<file path="src/rtl/spi_pwm_cmd_decoder.sv">
// spi_pwm_cmd_decoder: oversampled SPI front end that turns 16-bit frames into PWM level write strobes
module spi_pwm_cmd_decoder #(
  parameter int FRAME_BITS  = 16,
  parameter int SYNC_STAGES = 2,
  parameter int NUM_CH      = 7
) (
  input  logic       clk,
  input  logic       reset,
  input  logic       sclk,
  input  logic       cs,
  input  logic       mosi,
  output logic       miso,
  output logic       pset,
  output logic [2:0] addr,
  output logic [7:0] level,
  output logic       frame_err
);
  typedef enum logic [1:0] {IDLE, SHIFT, COMMIT} state_t;
  localparam logic [4:0] FULL = 5'(FRAME_BITS);
  state_t state_q, state_d;
  logic [SYNC_STAGES-1:0] sclk_sync_q, cs_sync_q, mosi_sync_q;
  logic sclk_s, cs_s, mosi_s;
  logic sclk_p_q, cs_p_q, mosi_p_q;
  logic sclk_rise_q, sclk_fall_q, cs_rise_q, cs_fall_q;
  logic [4:0] bit_cnt_q, bit_cnt_d;
  logic [15:0] in_buf_q, in_buf_d;
  logic [7:0] out_buf_q, out_buf_d;
  logic ovf_q, ovf_d;
  logic [3:0] cnt_q, cnt_d;
  logic pset_q, pset_d, frame_err_q, frame_err_d;
  logic [2:0] addr_q, addr_d;
  logic [7:0] level_q, level_d;
  logic complete, good_w, good_r, start;
  assign sclk_s = sclk_sync_q[SYNC_STAGES-1];
  assign cs_s   = cs_sync_q[SYNC_STAGES-1];
  assign mosi_s = mosi_sync_q[SYNC_STAGES-1];
  always_ff @(posedge clk) begin
    if (reset) begin
      sclk_sync_q <= '0;
      cs_sync_q   <= '1;
      mosi_sync_q <= '0;
      sclk_p_q    <= 1'b0;
      cs_p_q      <= 1'b1;
      mosi_p_q    <= 1'b0;
      sclk_rise_q <= 1'b0;
      sclk_fall_q <= 1'b0;
      cs_rise_q   <= 1'b0;
      cs_fall_q   <= 1'b0;
    end else begin
      sclk_sync_q <= {sclk_sync_q[SYNC_STAGES-2:0], sclk};
      cs_sync_q   <= {cs_sync_q[SYNC_STAGES-2:0], cs};
      mosi_sync_q <= {mosi_sync_q[SYNC_STAGES-2:0], mosi};
      sclk_p_q    <= sclk_s;
      cs_p_q      <= cs_s;
      mosi_p_q    <= mosi_s;
      sclk_rise_q <= sclk_s & ~sclk_p_q;
      sclk_fall_q <= ~sclk_s & sclk_p_q;
      cs_rise_q   <= cs_s & ~cs_p_q;
      cs_fall_q   <= ~cs_s & cs_p_q;
    end
  end
  always_comb begin
    complete    = bit_cnt_q == FULL && !ovf_q;
    good_w      = complete && in_buf_q[15] && in_buf_q[14:11] == 4'd0 && 32'(in_buf_q[10:8]) < NUM_CH;
    good_r      = complete && !in_buf_q[15];
    pset_d      = state_q == COMMIT && good_w;
    addr_d      = pset_d ? in_buf_q[10:8] : addr_q;
    level_d     = pset_d ? in_buf_q[7:0] : level_q;
    cnt_d       = cnt_q + {3'd0, pset_d};
    frame_err_d = (state_q != COMMIT || good_r) ? frame_err_q : !good_w;
  end
  always_comb begin
    state_d   = state_q;
    bit_cnt_d = bit_cnt_q;
    in_buf_d  = in_buf_q;
    out_buf_d = out_buf_q;
    ovf_d     = ovf_q;
    start     = 1'b0;
    case (state_q)
      IDLE: begin
        out_buf_d = '0;
        start     = cs_fall_q;
      end
      SHIFT: begin
        if (cs_rise_q) state_d = COMMIT;
        else begin
          if (sclk_rise_q) begin
            if (bit_cnt_q < FULL) begin
              in_buf_d  = {in_buf_q[14:0], mosi_p_q};
              bit_cnt_d = bit_cnt_q + 5'd1;
            end else ovf_d = 1'b1;
          end
          if (sclk_fall_q) out_buf_d = out_buf_q >> 1;
        end
      end
      default: begin
        state_d   = IDLE;
        out_buf_d = '0;
        start     = !cs_s;
      end
    endcase
    if (start) begin
      state_d   = SHIFT;
      bit_cnt_d = '0;
      in_buf_d  = '0;
      ovf_d     = 1'b0;
      out_buf_d = {frame_err_d, cnt_d, addr_d};
    end
  end
  always_ff @(posedge clk) begin
    if (reset) begin
      state_q     <= IDLE;
      bit_cnt_q   <= '0;
      in_buf_q    <= '0;
      out_buf_q   <= '0;
      ovf_q       <= 1'b0;
      cnt_q       <= '0;
      pset_q      <= 1'b0;
      addr_q      <= '0;
      level_q     <= '0;
      frame_err_q <= 1'b0;
    end else begin
      state_q     <= state_d;
      bit_cnt_q   <= bit_cnt_d;
      in_buf_q    <= in_buf_d;
      out_buf_q   <= out_buf_d;
      ovf_q       <= ovf_d;
      cnt_q       <= cnt_d;
      pset_q      <= pset_d;
      addr_q      <= addr_d;
      level_q     <= level_d;
      frame_err_q <= frame_err_d;
    end
  end
  assign miso      = out_buf_q[0];
  assign pset      = pset_q;
  assign addr      = addr_q;
  assign level     = level_q;
  assign frame_err = frame_err_q;
endmodule
</file>
<file path="config.mk">
export PLATFORM = sky130hd
export DESIGN_NAME = spi_pwm_cmd_decoder
export DESIGN_NICKNAME = d
export VERILOG_FILES = /design/src/rtl/spi_pwm_cmd_decoder.sv
export SDC_FILE = /design/constraint.sdc
export NUM_CORES = 1
export LEC_CHECK = 0
export ABC_AREA = 1
export BUFFER_PORTS_ARGS = -buffer_cell sky130_fd_sc_hd__buf_4
export CORE_ASPECT_RATIO = 1.1
export CORE_MARGIN = 10
export CORE_UTILIZATION = 25
export CTS_CLUSTER_SIZE = 8
export DETAILED_ROUTE_END_ITERATION = 12
export GPL_TIMING_DRIVEN = 0
export PLACE_DENSITY = 0.48
export SYNTH_ARGS = -nofsm -noshare
export SYNTH_HDL_FRONTEND = slang
export SYNTH_SLANG_ARGS = --single-unit
</file>
<file path="constraint.sdc">
create_clock -name clk -period 2.91 [get_ports clk]
set_clock_uncertainty 0.2 [all_clocks]
set_input_delay 0.1455 -clock clk [delete_from_list [all_inputs] [get_ports clk]]
set_output_delay 0.1455 -clock clk [all_outputs]
set_load 0.01 [all_outputs]
</file>
# [Yosys cells after proc, flatten, opt, wreduce, memory -nomap -nowiden]
# Index checks and enable logic that the tools add are counted.
# Widths: inputs -> output; s select.
[classes] add_sub_neg=2 n_lt_le_gt_ge=2 n_eq_ne=9 muxes=10 bitwise=11 n_reduce_logical=19
[ops] operator="$mux 8" count=4
[ops] operator="$ne 3x3->1 const B" count=3
[ops] operator="$reduce_and 4->1" count=2
[ops] operator="$not 1->1" count=7
[ops] operator="$logic_and 1x1->1" count=6
[ops] operator="$ne 2x2->1 const B" count=3
[ops] operator="$reduce_and 2->1" count=3
[ops] operator="$add 5x1->5 const B" count=1
[ops] operator="$eq 5x5->1 const B" count=1
[ops] operator="$lt 5x5->1 const B" count=1
[ops] operator="$add 4x1->4" count=1
[ops] operator="$and 1x1->1" count=4
[ops] operator="$logic_not 1->1" count=4
[ops] operator="$logic_not 4->1" count=1
[ops] operator="$pmux 2 s2" count=1
[ops] operator="$lt 3x3->1 const B" count=1
[ops] operator="$mux 3" count=1
[ops] operator="$eq 2x1->1 const B" count=1
[ops] operator="$eq 2x2->1 const B" count=1
[ops] operator="$logic_not 2->1" count=1
[ops] operator="$mux 1" count=2
[ops] operator="$mux 2" count=1
[ops] operator="$pmux 1 s2" count=1
[ops] operator="$reduce_or 2->1" count=1
[ops] operator="$logic_or 1x1->1" count=1
[totals] regBits=62 in_bits=5 output_inout_bits=14 elab_cells=74

# [Logic depth before layout (Yosys ltp)]
[depth] word_depth=8 mapped_depth=11 mapped_depth_nobuf=11

# [Least setup slack after synthesis]
# OpenSTA, ideal clock, no wires.
[synth_path] kind="reg-to-reg" start="register bit_cnt_q[0]" end="register out_buf_q[5]" setup_time_ns=0.070 arrival_time_ns=1.699 required_time_ns=2.640 setup_slack_ns=0.941 path_stages_with_launch=12 path_buffers=0 period_less_slack_ns=1.969 path_cell_list="dfxtp_1 inv_1 ha_1 nand3_1 nor2_2 nand3_2 inv_2 ha_1 ha_1 xor2_1 nand2_1 a21oi_1"
[synth_via] elab_chain_cells=8
[synth_lines] item="start, declared" line="25" source="logic [4:0] bit_cnt_q, bit_cnt_d;"
[synth_lines] item="start signal, assigned" line="124" source="bit_cnt_q <= bit_cnt_d;"
[synth_lines] item="$eq 5x5->1" line="63" source="complete = bit_cnt_q == FULL && !ovf_q;"
[synth_lines] item="$logic_and 1x1->1" line="63"
[synth_lines] item="$logic_and 1x1->1 (3 in a row)" line="64" source="good_w = complete && in_buf_q[15] && in_buf_q[14:11] == 4'd0 && 32'(in_buf_q[10:8]) < NUM_CH;"
[synth_lines] item="$logic_and 1x1->1" line="66" source="pset_d = state_q == COMMIT && good_w;"
[synth_lines] item="via pset_d" line="30" source="logic pset_q, pset_d, frame_err_q, frame_err_d;"
[synth_lines] item="$add 4x1->4" line="69" source="cnt_d = cnt_q + {3'd0, pset_d};"
[synth_lines] item="$mux 8" line="102" source="if (start) begin"
[synth_lines] item="end signal, assigned" line="126" source="out_buf_q <= out_buf_d;"
[synth_lines] item="end, declared" line="27" source="logic [7:0] out_buf_q, out_buf_d;"
# The timed path passes the listed nets, and every way through them passes these cells.
# A chain may end at the register's enable or synchronous reset.

# [Worst setup path in the final report]
# Same ends and word-level chain as after synthesis.

==> out/results.ini <==
[worst_setup_path]
crit_path_end_kind = flip-flop
crit_chain = inv_1, ha_1, nand3_1, nor2_2, nand3_2, inv_2, ha_1, ha_1, xor2_1, nand2_1, a21oi_1
rr_startpoint = bit_cnt_q[0]$_SDFFE_PP0P_
arrival_ps = 2420
worst_path_largest_cell_delay_ps = 310
crit_type = reg -> reg
crit_top_cell = ha_1
start_kind = flip-flop
worstPathMaxFanout = 9
worst-endpoint-required_ps = 2980
crit_path_top_delay_cell = dfxtp_1
crit_start = bit_cnt_q[0]$_SDFFE_PP0P_

[power_and_ir_drop]
total_leakage_power_nw = 1.19
power.internal_mw = 1.31
vdd_ir_drop_max_mv = 0.229
power_frac_clock_pct = 45.7
p_comb_share_pct = 3.1
p_per_area_mw_per_mm2 = 577
total_power_mw = 1.68
sw_frac_of_total_pct = 21.7
seqPwrFrac_pct = 51.2
p_sw_mw = 0.365

[floorplanning]
die_w_um = 113
initial_utilization_pct = 25.6
num_rows = 37
die_h_um = 122
design.die.area_mm2 = 0.0138
pin_count = 19
coreArea_mm2 = 0.00931

[hold_path]
hp-class = reg -> reg
holdCritStartpoint = mosi_sync_q[1]$_SDFF_PP0_

[logic_synthesis]
ys_seq_area_share_pct = 52.2
yosysTopAreaCell = dfxtp_1
ys_top_cells_by_count = dfxtp_1 (62), nand2_1 (53), nor2_1 (35), inv_1 (31), o21ai_0 (23)
syn_avg_cell_area_um2 = 8.23
synth-seq-cells = 62
syn_area_mm2 = 0.00238
yosys.area.top_type_share_pct = 52.2
synth_warnings = 0
synthCells = 289
synth_area_leaders = dfxtp_1 (52%), nand2_1 (8.4%), nor2_1 (5.5%)
async_flop_share_pct = 0
synth_edf_count = 0
yosysUniqueCellTypes = 28
synth_nets = 298
yosysMostFrequentCell = dfxtp_1
synth_flop_cell = dfxtp_1

[routing]
ant_nets = 0
wire_per_inst_um = 11.7
drc = 0
via_per_inst = 4.20
first_iter_violations = 82
firstDrtPassIters = 4
num_vias = 1869
wl_mm = 5.20

[clock_tree]
cts_buffers = 9
clkTransAtPathRegs_ps = 70
cts_buffer_depth = 2
root_buffer = clkbuf_8
clock_latency_ps = 340
cts_max_level = 3
cts_resized = 0
clock_sinks = 62
cts_tree = yes

[grt]
grtUsageTotal_pct = 7.88
grt_pass1_wl_mm = 8.64
grt_pass1_vias = 1805
antenna_found_initial = 0
grt_max_degree = 11
grt_overflow = 0

[timing]
final.setup.tns_ps = 0
finalHoldViolations = 0
finalMaxSlewViolations = 0
grt_setup_unrepaired = false
max_freq_mhz = 426
relSlewSlack_pct = 63.4
finalSetupViolCount = 0
worst_pin_slew_ps = 549
period_minus_slack_ps = 2350
finalCritPeriodShare_pct = 80.7

[run_status]
status = complete, no violations

[placement]
dp_hpwl_mm = 3.59
post_dp_cell_area_mm2 = 0.00266
port_buffers = 18
gp_congestion = 0.747

[run]
cap_viol_max_count = 0

[finish]
drive_gt1_share_pct = 19.8
stdcell_area_mm2 = 0.00291
nNetsFinal = 332
area_growth_pct = 22.4
antenna_cells = 0

==> metal layers <==
layer,GRT usage [%],wire length (um),vias to the layer above
li1,-,-,997
met1,10.0,2690,837
met2,11.5,2240,26
met3,2.68,174,9
met4,4.29,91,0
met5,0,0,-
==> power by group through the flow <==
stage          Combinational, mW  Sequential [mW]  Clock [mW]
3_3_place_gp              0.0472            0.878           0
2_1_floorplan             0.0321            0.878           0
6_report                  0.0518            0.859       0.767
3_5_place_dp              0.0479            0.879           0
4_1_cts                   0.0531            0.859       0.787
5_1_grt                   0.0594            0.859       0.827
==> kinds of logic (layout without fill, tap and decap cells) <==
| group | Yosys count | count (layout) | share of synthesized area, % |
|---|---|---|---|
| adder cells (fa/ha/maj) | 4 | 4 | 2.10 |
| buffers and inverters | 46 | 85 | 8.42 |
| AND/OR/NAND/NOR | 126 | 126 | 23.9 |
| XOR/XNOR | 2 | 2 | 0.737 |
| flip-flops | 62 | 62 | 52.2 |
| AO/OA/AOI/OAI | 49 | 49 | 12.6 |
==> worst paths after layout <==
kind	endpoint	slack, ps	depth (start not counted)
worst max-delay path	out_buf_q[5]$_SDFFE_PP0P_	560	11
worst max register to register	out_buf_q[5]$_SDFFE_PP0P_	560	11
worst min register to register	mosi_p_q$_SDFF_PP0_	200	2
worst min-delay path	mosi_p_q$_SDFF_PP0_	200	2
==> critical path, delay by kind of cell (launching register included) <==
| family | cells | cell delay, ps |
|---|---|---|
| AO/OA/AOI/OAI | 1 | 130 |
| XOR/XNOR | 1 | 190 |
| adder cells (fa/ha/maj) | 3 | 550 |
| buffers and inverters | 2 | 290 |
| flip-flops | 1 | 310 |
| AND/OR/NAND/NOR | 4 | 620 |
==> cell type report <==
| cell class | count | area [um2] |
|---|---|---|
| fillers | 981 | 6390 |
| plain buffers | 9 | 58.8 |
| well taps | 117 | 146 |
| clock inverters | 4 | 45.0 |
| flip-flops and latches | 62 | 1240 |
| repair buffers | 23 | 185 |
| inverters | 37 | 141 |
| clock buffers | 12 | 155 |
| multi-input cells | 181 | 937 |
==> flip-flops by register name, indices dropped and copies added (netlist names) <==
register,flops
in_buf_q,16
level,8
out_buf_q,8
bit_cnt_q,5
cnt_q,4
addr,3
cs_sync_q,2
mosi_sync_q,2
sclk_sync_q,2
state_q,2
cs_fall_q,1
cs_p_q,1
cs_rise_q,1
frame_err,1
mosi_p_q,1
ovf_q,1
pset,1
sclk_fall_q,1
sclk_p_q,1
sclk_rise_q,1
==> through the flow <==
stage / hold WS, ps / setup slack (ps) / std cells / util, %
floorplan: 49.3 / 941 / 289 / -
global placement: 135 / 554 / 424 / 28.6
detailed placement: 138 / 559 / 424 / 28.6
CTS: 204 / 532 / 445 / 31.3
global route: 224 / 344 / 445 / 31.3
finish: 203 / 561 / 445 / 31.3
==> cell usage in the layout (no fill, tap or decap), types with 3 or more instances in the layout <==
cell,Yosys,final
a21oi_1,13,13
a21oi_2,10,10
and3_1,4,4
buf_4,0,18
buf_6,3,3
clkbuf_1,4,5
clkbuf_8,0,11
clkinv_2,0,3
dfxtp_1,62,62
dlygate4sd3_1,0,5
ha_1,4,4
inv_1,31,31
inv_2,5,5
nand2_1,53,53
nand3_1,9,9
nand4_1,8,8
nor2_1,35,35
nor2_2,3,3
nor3_1,5,5
o21ai_0,23,23
==> repair_timing <==
item / in CTS / in global routing
hold buffers: 5 / 0
buffers inserted: 0 / 0
endpoints found under the hold margin: 15 / 0
endpoints found under the setup margin: 0 / 0
Power figures use the tool's default switching activity.
